===== src/rtl/game_pkg.sv =====
// Shared encodings for the brick game: state codes and aim angle limits.
// Used by the sequencer, renderer and physics blocks.
package game_pkg;

    localparam logic [2:0] ST_IDLE  = 3'd0;
    localparam logic [2:0] ST_SETUP = 3'd1;
    localparam logic [2:0] ST_AIM   = 3'd2;
    localparam logic [2:0] ST_PLAY  = 3'd3;
    localparam logic [2:0] ST_WIN   = 3'd4;
    localparam logic [2:0] ST_LOSE  = 3'd5;

    localparam logic [2:0] ANGLE_MIN     = 3'd0;
    localparam logic [2:0] ANGLE_MAX     = 3'd5;
    localparam logic [2:0] ANGLE_DEFAULT = 3'd4;

    // One saturating aim step toward the left (i_left=1) or right.
    function automatic logic [2:0] angle_step(
        input logic [2:0] i_angle,
        input logic       i_left
    );
        logic [2:0] r;
        r = i_angle;
        if (i_left) begin
            if (i_angle != ANGLE_MIN) r = i_angle - 3'd1;
        end else begin
            if (i_angle != ANGLE_MAX) r = i_angle + 3'd1;
        end
        return r;
    endfunction

endpackage


===== src/rtl/game_sequencer_btn_sync.sv =====
// Button conditioner: two-flop synchronizer, registered rising-edge pulse
// and a held level aligned with that pulse.
module btn_sync (
    input  logic clk,
    input  logic rst,
    input  logic i_btn,
    output logic o_rise,
    output logic o_held
);

    logic r_meta;
    logic r_sync;
    logic r_prev;
    logic r_rise;

    always_ff @(posedge clk or negedge rst) begin
        if (!rst) begin
            r_meta <= 1'b0;
            r_sync <= 1'b0;
            r_prev <= 1'b0;
            r_rise <= 1'b0;
        end else begin
            r_meta <= i_btn;
            r_sync <= r_meta;
            r_prev <= r_sync;
            r_rise <= r_sync & ~r_prev;
        end
    end

    assign o_rise = r_rise;
    assign o_held = r_prev;

endmodule


===== src/rtl/game_sequencer.sv =====
// Play controller for the brick game: buttons, frame ticks and physics
// events drive the game state, aim angle, launch, level load, lives, level.
module game_sequencer
    import game_pkg::*;
#(
    parameter int INIT_LIVES    = 3,
    parameter int REPEAT_FRAMES = 8,
    parameter int END_FRAMES    = 60,
    parameter int MAX_LEVEL     = 3
) (
    input  logic       clk,
    input  logic       rst,
    input  logic       btn_start,
    input  logic       btn_left,
    input  logic       btn_right,
    input  logic       btn_fire,
    input  logic       frame_tick,
    input  logic       ball_lost,
    input  logic [6:0] bricks_left,
    input  logic       init_ack,
    output logic [2:0] state,
    output logic [2:0] angle,
    output logic       launch,
    output logic       init_req,
    output logic [1:0] level,
    output logic [1:0] lives
);

    localparam int RW = $clog2(REPEAT_FRAMES + 1);
    localparam int EW = $clog2(END_FRAMES + 1);

    localparam logic [RW-1:0] REP_LAST   = RW'(REPEAT_FRAMES - 1);
    localparam logic [EW-1:0] END_MAX    = EW'(END_FRAMES);
    localparam logic [1:0]    LIVES_INIT = 2'(INIT_LIVES);
    localparam logic [1:0]    LEVEL_TOP  = 2'(MAX_LEVEL);

    logic w_start_rise;
    logic w_left_rise;
    logic w_right_rise;
    logic w_fire_rise;
    logic w_left_held;
    logic w_right_held;
    logic w_unused_start_held;
    logic w_unused_fire_held;

    btn_sync u_start (
        .clk    (clk),
        .rst    (rst),
        .i_btn  (btn_start),
        .o_rise (w_start_rise),
        .o_held (w_unused_start_held)
    );

    btn_sync u_left (
        .clk    (clk),
        .rst    (rst),
        .i_btn  (btn_left),
        .o_rise (w_left_rise),
        .o_held (w_left_held)
    );

    btn_sync u_right (
        .clk    (clk),
        .rst    (rst),
        .i_btn  (btn_right),
        .o_rise (w_right_rise),
        .o_held (w_right_held)
    );

    btn_sync u_fire (
        .clk    (clk),
        .rst    (rst),
        .i_btn  (btn_fire),
        .o_rise (w_fire_rise),
        .o_held (w_unused_fire_held)
    );

    logic [2:0]    r_state;
    logic [2:0]    r_angle;
    logic          r_launch;
    logic          r_init_req;
    logic [1:0]    r_level;
    logic [1:0]    r_lives;
    logic [RW-1:0] r_rep_cnt;
    logic [EW-1:0] r_end_cnt;

    logic w_both_held;
    logic w_one_held;
    logic w_end_ready;

    assign w_both_held = w_left_held & w_right_held;
    assign w_one_held  = w_left_held ^ w_right_held;
    assign w_end_ready = (r_end_cnt == END_MAX);

    always_ff @(posedge clk or negedge rst) begin
        if (!rst) begin
            r_state    <= ST_IDLE;
            r_angle    <= ANGLE_DEFAULT;
            r_launch   <= 1'b0;
            r_init_req <= 1'b0;
            r_level    <= 2'd0;
            r_lives    <= LIVES_INIT;
            r_rep_cnt  <= '0;
            r_end_cnt  <= '0;
        end else begin
            r_launch <= 1'b0;
            case (r_state)
                ST_IDLE: begin
                    if (w_start_rise) begin
                        r_state <= ST_SETUP;
                        r_lives <= LIVES_INIT;
                        r_level <= 2'd0;
                    end
                end
                ST_SETUP: begin
                    if (init_ack) begin
                        r_init_req <= 1'b0;
                        r_state    <= ST_AIM;
                        r_angle    <= ANGLE_DEFAULT;
                        r_rep_cnt  <= '0;
                    end else begin
                        r_init_req <= 1'b1;
                    end
                end
                ST_AIM: begin
                    // Fire wins over any aim input in the same cycle.
                    if (w_fire_rise) begin
                        r_launch  <= 1'b1;
                        r_state   <= ST_PLAY;
                        r_rep_cnt <= '0;
                    end else if (w_both_held) begin
                        r_rep_cnt <= '0;
                    end else if (w_left_rise | w_right_rise) begin
                        r_angle   <= angle_step(r_angle, w_left_rise);
                        r_rep_cnt <= '0;
                    end else if (w_one_held) begin
                        if (frame_tick) begin
                            if (r_rep_cnt == REP_LAST) begin
                                r_angle   <= angle_step(r_angle, w_left_held);
                                r_rep_cnt <= '0;
                            end else begin
                                r_rep_cnt <= r_rep_cnt + 1'b1;
                            end
                        end
                    end else begin
                        r_rep_cnt <= '0;
                    end
                end
                ST_PLAY: begin
                    if (bricks_left == 7'd0) begin
                        r_state   <= ST_WIN;
                        r_end_cnt <= '0;
                    end else if (ball_lost) begin
                        if (r_lives > 2'd1) begin
                            r_lives   <= r_lives - 2'd1;
                            r_state   <= ST_AIM;
                            r_angle   <= ANGLE_DEFAULT;
                            r_rep_cnt <= '0;
                        end else begin
                            r_lives   <= 2'd0;
                            r_state   <= ST_LOSE;
                            r_end_cnt <= '0;
                        end
                    end
                end
                ST_WIN, ST_LOSE: begin
                    if (frame_tick && !w_end_ready) begin
                        r_end_cnt <= r_end_cnt + 1'b1;
                    end
                    if (w_start_rise && w_end_ready) begin
                        r_state <= ST_SETUP;
                        if (r_state == ST_WIN) begin
                            r_level <= (r_level == LEVEL_TOP) ?
                                       2'd0 : r_level + 2'd1;
                        end else begin
                            r_level <= 2'd0;
                            r_lives <= LIVES_INIT;
                        end
                    end
                end
                default: begin
                    r_state    <= ST_IDLE;
                    r_angle    <= ANGLE_DEFAULT;
                    r_init_req <= 1'b0;
                    r_level    <= 2'd0;
                    r_lives    <= LIVES_INIT;
                    r_rep_cnt  <= '0;
                    r_end_cnt  <= '0;
                end
            endcase
        end
    end

    assign state    = r_state;
    assign angle    = r_angle;
    assign launch   = r_launch;
    assign init_req = r_init_req;
    assign level    = r_level;
    assign lives    = r_lives;

endmodule


===== config.mk =====
export PLATFORM = sky130hd
export DESIGN_NAME = game_sequencer
export DESIGN_NICKNAME = d
export VERILOG_FILES = /design/src/rtl/game_pkg.sv /design/src/rtl/game_sequencer_btn_sync.sv /design/src/rtl/game_sequencer.sv
export SDC_FILE = /design/constraint.sdc
export NUM_CORES = 1
export LEC_CHECK = 0
export CAP_MARGIN = 10
export CORE_MARGIN = 2
export CORE_UTILIZATION = 58
export DETAILED_ROUTE_END_ITERATION = 8
export PLACE_DENSITY = 0.88
export SLEW_MARGIN = 20
export SYNTH_ARGS = -nofsm -noshare
export SYNTH_HDL_FRONTEND = slang
export SYNTH_SLANG_ARGS = --single-unit

===== constraint.sdc =====
create_clock -name clk -period 2.8 [get_ports clk]
set_clock_uncertainty 0.1 [all_clocks]
set_input_delay 0.7 -clock clk [delete_from_list [all_inputs] [get_ports clk]]
set_output_delay 0.7 -clock clk [all_outputs]
set_load 0.01 [all_outputs]

-- Word-level counts from Yosys, hierarchy flattened
Index checks and enable logic that the tools add are counted.
- equality and inequality tests: 26
- add/sub/neg operators: 6
- mux-type cells: 55
- bitwise gates (word level): 15
- div/mod/pow operators: 0
- $lt $le $gt $ge: 1
- $mul: 0
- shift-type cells: 0
- reductions and logical operators: 18
- operators by type and width (cell ; number):
    3-bit two-way mux ; 21
    4-bit two-way mux ; 10
    6-bit two-way mux ; 4
    2-bit two-way mux ; 10
    2-bit != test, second input constant ; 9
    3-bit != test, second input constant ; 6
    6-bit one-hot mux with 3 select lines ; 1
    4-bit one-hot mux with 4 select lines ; 1
    3-bit one-hot mux with 5 select lines ; 1
    3-bit one-hot mux with 4 select lines ; 1
    6-bit AND reduction ; 2
    10-bit AND reduction ; 1
    3-bit OR reduction ; 3
    1-bit NOT ; 8
    2-bit one-hot mux with 4 select lines ; 1
    7-bit zero test ; 1
    6-bit by 1-bit adder with 6-bit output, second input constant ; 1
    3-bit by 2-bit == test with 1-bit output, second input constant ; 2
    3-bit == test, second input constant ; 2
    6-bit == test, second input constant ; 1
    6-bit by 5-bit != test with 1-bit output, second input constant ; 1
    2-bit one-hot mux with 3 select lines ; 1
    1-bit AND ; 5
    5-bit AND reduction ; 1
    22 further kinds ; 27
- bits in registers: 38
- word-level logic and storage cells: 145
- memories: 0
- bits in read-only memories: 0
- output and inout port bits: 12
- memory bits (writable): 0
- bits in latches: 0

-- Logic depth before layout (Yosys ltp)
Gate-level depths: netlist of run 1.
- depth after elaboration: 10
- depth in mapped cells: 7

-- By module
From an unflattened synthesis of run 1, not the netlist that was laid out.
- cell total of the unflattened synthesis: 193
- area total of the unflattened synthesis: 2039.5 sq um
- modules (own cells, without submodules) (module ; cells an instance ; area each (sq um) ; sequential area each (sq um) ; times used):
    game_sequencer ; 173 ; 1584.0 ; 554.3 ; 1
    btn_sync ; 5 ; 113.9 ; 100.1 ; 4

-- Least setup slack after synthesis of run 1
Ideal clock, no wire load.
- path type: input to register
- start: input port bricks_left[2]
- end: register r_angle[1], in the netlist angle[1]
- setup time: 0.125 ns
- buffers on the path: 0
- slack: 0.441 ns
- data arrival time: 2.134 ns
- stages: 5
- cells stage by stage: or4_4 -> o41ai_4 -> o221a_4 -> a21oi_2 -> mux2_4
- longest elaborated chain between the ends: 3
- RTL lines (element ; RTL line ; text):
    start: declaration ; game_sequencer.sv:19 ; input logic [6:0] bricks_left,
    7-bit zero test ; game_sequencer.sv:150 ; if (bricks_left == 7'd0) begin
    2-bit != test (no source line) ; - ;
    10-bit AND reduction (no source line) ; - ;
    end signal: assignment ; game_sequencer.sv:134 ; r_angle <= angle_step(r_angle, w_left_rise);
    end signal: assignment ; game_sequencer.sv:139 ; r_angle <= angle_step(r_angle, w_left_held);
    end: declaration ; game_sequencer.sv:79 ; logic [2:0] r_angle;
Every way passes these cells.
A chain may end at the register's enable or synchronous reset.

-- Final worst setup path of run 1
- start: register r_state[0], in the netlist state[0]
- end: output port state[0]
- RTL lines (element ; RTL line ; text):
    start: declaration ; game_sequencer.sv:78 ; logic [2:0] r_state;
    start signal: assignment ; game_sequencer.sv:97 ; r_state <= ST_IDLE;
    start signal: assignment ; game_sequencer.sv:110 ; r_state <= ST_SETUP;
    start signal: assignment ; game_sequencer.sv:118 ; r_state <= ST_AIM;
    end: declaration ; game_sequencer.sv:21 ; output logic [2:0] state,
No word-level cell between the ends.

==> results of run 1 <==
-- cell usage after synthesis (all sizes together), types with 2 or more instances --
master	instances	share of area (%)
dfrtp	35	44
nand2	21	3.9
o21ai	17	4.3
a21oi	11	2.9
ha	10	6.3
inv	10	1.9
nor2	10	1.9
nor3	8	2.0
nand3	7	1.8
nor2b	7	2.2
o31ai	5	2.1
a31oi	4	1.3
clkbuf	4	0.75
a211oi	3	1.4
a21o	3	1.1
a22o	3	1.3
buf	3	0.63
dfstp	3	3.9
nand2b	3	0.94
and2	2	0.63
and3	2	0.63
and3b	2	0.88
nand4	2	0.63
nor3b	2	1.3
nor4	2	1.4
o41ai	2	1.8
-- final timing paths --
path / start / end / cells after the start
max: state[0]$_DFFE_PN0P_ / state[0] / 1
min: u_start.r_meta$_DFF_PN0_ / u_start.r_sync$_DFF_PN0_ / 0
max reg2reg: state[0]$_DFFE_PN0P_ / r_end_cnt[2]$_DFFE_PN0P_ / 5
min reg2reg: u_start.r_meta$_DFF_PN0_ / u_start.r_sync$_DFF_PN0_ / 0
max in group asynchronous: rst / r_end_cnt[1]$_DFFE_PN0P_ / 1
min in group asynchronous: rst / init_req$_DFFE_PN0N_ / 1
-- metrics by stage --
step / util (%) / instances
finish: 72.5 / 277
global route: 72.5 / 277
CTS: 72.5 / 277
detailed placement: 70.6 / 269
global placement: 70.6 / 269
floorplan: - / 197
-- report_power, final --
part,leakage (nW),switching (mW),internal [mW]
registers,0.479,0.118,0.642
clock network,0.0343,0.176,0.121
logic,0.542,0.418,0.410
total,1.06,0.712,1.17
-- final cells by class --
class	count	area, um2
timing repair buffer	33	310
multi-input combinational	142	977
tap	46	57.6
sequential	38	955
inverter	10	37.5
clock buffer	6	51.3
fill	256	910
clock inverter	2	12.5
-- state kept, by name (all words and copies together) (netlist names), 2 cells and up --
register   count
lives          2
state          3
angle          3
level          2
r_rep_cnt      4
r_end_cnt      6
-- cells by family after synthesis --
group | after synthesis | share of synthesized area (%)
and+or+nand+nor | 72 | 19.7
AOI/OAI and AO/OA | 58 | 21.7
muxes | 2 | 1.25
DFF | 38 | 47.8
buffers and inverters | 17 | 3.26
adders and majority gates | 10 | 6.27
-- routing by layer --
layer,up-vias,global-route usage [%],routed length (um)
met4,0,4.17,31
met2,69,35.9,1790
met1,788,28.5,1800
met5,-,0,0
met3,6,7.03,282
li1,779,-,-
==> results_dict.tcl, run 1 <==
set metrics [dict create \
    numCtsBuffers 5 \
    finalCritPeriodShare_pct 86.7 \
    ys_seq_area_share_pct 47.8 \
    syn_area_per_cell_um2 10.1 \
    synth_top_flop_cell "dfrtp_1" \
    start_kind "flop" \
    postCtsSetupBuffers 0 \
    cts_resized 0 \
    cp_num_buf_inv 1 \
    finalHoldViolCount 0 \
    path_class "flop to output pin" \
    crit_arrival_ns 1.63 \
    rsz0062_at_grt "false" \
    clockBufferDepth 2 \
    synth_edf_count 0 \
    status "completed" \
    initial_core_util_pct 60.3 \
    ys_ff_latch 38 \
    finalSetupTns_ns 0 \
    syn-cell-area_um2 2000 \
    die_h_um 62.7 \
    post-dp-hpwl_mm 2.82 \
    slew_headroom_pct 45.9 \
    power_density_nw_per_um2 785 \
    core-area_um2 3310 \
    vias_per_cell 5.93 \
    cts_sinks 38 \
    post-place-ws_ns 0.0276 \
    area_growth_pct 20.2 \
    rows 21 \
    timing.hold.ws_ns 0.256 \
    critPathMaxStageDelay_ns 0.66 \
    cts_htree_levels 2 \
    cts-hold-fix-buffers 0 \
    wl_mm 3.91 \
    hp-class "flop to flop" \
    ys_types 49 \
    clk_pin_slew_ns 0.11 \
    drive_gt1_share_pct 12.6 \
    mostFrequentLayoutCells "dfrtp_1 (35), clkdlybuf4s50_1 (26), nand2_1 (21)" \
    cp-end-kind "output pin" \
    gp_congestion 0.836 \
    root_buffer "clkbuf_4" \
    path_cells "clkdlybuf4s50_1" \
    place_area_um2 2340 \
    fp.dieArea_um2 3930 \
    worst_skew_pair.late_latency_ns 0.34 \
    required_ns 2.00 \
    setup_viol 0 \
    fin_nets 256 \
    worstMarginPinSlew_ns 0.812 \
    slew_viol_final 0 \
    grt_usage_pct 21.8 \
    fp.dieW_um 62.7 \
    first_pass_iters 4 \
    grt_max_degree 39 \
    fmax_ghz 0.412 \
    vias 1642 \
    yosys_warnings 0 \
    cp_slowest_cell "dfrtp_1" \
    maxCapViolCount 0 \
    async_reset_ff_share_pct 100 \
    port_buffers 27 \
    design_area_um2 2400 \
    rrSetupSlack_ns 0.54 \
    path_delay_family "flip-flops" \
    crit_fanout 14 \
    wl_per_cell_um 14.1 \
    num_antenna_cells 0 \
    ios 28 \
    cts_tree "built" \
    setup_ws_ns 0.371 \
    grt_pass1_vias 1504 \
    mostFrequentLayoutCell "dfrtp_1" \
    leakage_nw 1.06 \
    drtAntennaViolNets 0 \
    ir_drop_v 0.000441 \
    drc_errors 0 \
    antenna_found_initial 0 \
    synth_cells 197 \
    overflow 0 \
    drtIter0Drc 71 \
    min_period_ns 2.43 \
    p_total_mw 1.89 \
    syn-num-nets 223 \
    grt_first_pass_wirelength_mm 6.76 \
]
No activity file was read; power rests on OpenSTA's default activity.
==> run 2, diff against run 1 <==
- CORE_UTILIZATION: 58 -> 54
- PLACE_DENSITY: 0.88 -> 0.83
- clock period: 2.8 -> 2.3 ns (I/O delays scaled with it)
==> run 2 against run 1 <==
  * Core utilization down 2.6 points
  * Cell count rose by 3.2%
  * Setup slack lost 0.27 ns
  * First-iteration DRC count rose by 4.2%
  * Hold slack got worse by 0.033 ns
  * Highest routed layer unchanged
==> results_dict.tcl, run 2 (synthesis results as in run 1) <==
set metrics [dict create \
    status "completed" \
    reg2reg_to "r_end_cnt[2]$_DFFE_PN0P_" \
    rrSetupSlack_ns 0.28 \
    seqPwrFrac_pct 34.9 \
    required_ns 2.37 \
    fill_cells 298 \
    path_cells "clkdlybuf4s50_1 > or4_4 > o41ai_4 > o221a_4 > a21oi_2 > mux2_4" \
    gp_congestion 0.858 \
    cp-end-kind "flop" \
    drc_errors 0 \
    reg_top3 "r_end_cnt (6), r_rep_cnt (4)" \
    critPathMaxStageDelay_ns 0.46 \
    vias_per_cell 5.63 \
    hp-class "input pin to asynchronous set/reset pin" \
    rsz0062_at_grt "false" \
    root_buffer "clkbuf_8" \
    fp.dieW_um 64.8 \
    leakage_nw 1.12 \
    use_met2_pct 32.1 \
    power_density_nw_per_um2 1020 \
    reg2reg_depth 6 \
    fmax_ghz 0.456 \
    fin_nets 263 \
    numCtsBuffers 5 \
    setup_viol 0 \
    cts-hold-fix-buffers 0 \
    grt_pass1_vias 1515 \
    use_met3_pct 6.60 \
    drtAntennaViolNets 0 \
    mostFrequentLayoutCell "dfrtp_1" \
    grtUsageMet1_pct 26.9 \
    grt_first_pass_wirelength_mm 6.64 \
    start_kind "input pin" \
    initial_core_util_pct 55.4 \
    num_antenna_cells 0 \
    worstMarginPinSlew_ns 0.455 \
    regMostFlops "r_end_cnt" \
    largest_reg_flops 6 \
    worst_skew_pair.late_latency_ns 0.28 \
    die_h_um 64.8 \
    cts_sinks 38 \
    p_int_mw 1.69 \
    path_class "input pin to flop" \
    r2r_start "state[1]$_DFFE_PN0P_" \
    swShare_pct 34.5 \
    stdcell_count 286 \
    top_usage_layer "met2" \
    finalHoldViolCount 0 \
    mostFrequentLayoutCells "dfrtp_1 (35), clkdlybuf4s50_1 (23), nand2_1 (21)" \
    ios 28 \
    clkPwrFrac_pct 22.3 \
    grt_usage_pct 20.5 \
    maxCapViolCount 0 \
    crit_fanout 2 \
    ir_drop_v 0.000641 \
    overflow 0 \
    finalCritPeriodShare_pct 95.4 \
    power_switching_mw 0.892 \
    antenna_found_initial 0 \
    grt_max_degree 39 \
    cts_tree "built" \
    post-dp-hpwl_mm 2.84 \
    clockBufferDepth 2 \
    slew_viol_final 0 \
    dp.cells 277 \
    cp_slowest_cell "or4_4" \
    port_buffers 27 \
    clk_pin_slew_ns 0.07 \
    pwr-share-comb_pct 42.8 \
    rows 22 \
    area_growth_pct 26.3 \
    first_pass_iters 4 \
    core-area_um2 3610 \
    crit_arrival_ns 2.27 \
    wl_per_cell_um 13.6 \
    slew_headroom_pct 69.5 \
    wl_mm 3.90 \
    drive_gt1_share_pct 15.1 \
    fp.dieArea_um2 4200 \
    vias 1609 \
    drtIter0Drc 74 \
    cts_htree_levels 2 \
    min_period_ns 2.19 \
    fin_util_pct 69.9 \
]
-- run 2: final cells by class --
cell class | instances | area [um2] | area share [%]
Timing Repair Buffer | 40 | 359 | 14.2
Clock buffer | 7 | 86.3 | 3.42
Clock inverter | 1 | 30.0 | 1.19
Multi-Input combinational cell | 142 | 993 | 39.4
Sequential cell | 38 | 955 | 37.9
Inverter | 10 | 37.5 | 1.49
Tap cell | 48 | 60.1 | 2.38
-- run 2: what timing repair did --
action                                  4_1_cts  5_1_grt
resized for setup                             7        0
pin swaps                                     5        1
buffers inserted                              1        0
endpoints found under the setup margin        3        4
-- run 2: how the worst max path moves through the flow --
stage / start / to / slack, ns
3_3_place_gp: bricks_left[2] / angle[1]$_DFFE_PN0P_ / -0.30
4_1_cts: bricks_left[2] / state[0]$_DFFE_PN0P_ / 0.03
3_5_place_dp: bricks_left[2] / angle[1]$_DFFE_PN0P_ / -0.32
2_1_floorplan: bricks_left[2] / angle[1]$_DFFE_PN0P_ / 0.07
6_report: bricks_left[2] / angle[1]$_DFFE_PN0P_ / 0.11
5_1_grt: bricks_left[2] / state[0]$_DFFE_PN0P_ / 0.01
-- run 2: power groups by stage --
stage               clock network (mW)  logic (mW)  registers, mW
floorplan                            0       0.670          0.905
global placement                     0        1.05          0.906
detailed placement                   0        1.07          0.909
CTS                              0.593        1.10          0.902
global route                     0.613        1.22          0.922
finish                           0.576        1.10          0.902
-- run 2: per-stage QoR --
stage	TNS [ns]	instance area [um2]	hold WS (ns)	setup WS [ns]	total power, mW
after floorplan	0	2000	0.179	0.0659	1.58
after global placement	-3.29	2380	0.232	-0.305	1.96
after detailed placement	-3.88	2380	0.237	-0.323	1.98
after CTS	0	2520	0.236	0.0340	2.60
after global routing	0	2520	0.260	0.0102	2.76
final	0	2520	0.223	0.106	2.58
-- run 2: metal layers --
metal / vias up / wire [um]
met5: - / 0
met4: 0 / 47
met3: 4 / 245
met2: 47 / 1780
met1: 764 / 1820
li1: 794 / -
-- run 2: critical path: cells and delay by family --
kind                   cells  cell delay, ns
AO/OA/AOI/OAI              3            0.53
buffers and inverters      1            0.40
multiplexers               1            0.30
AND/OR/NAND/NOR            1            0.46
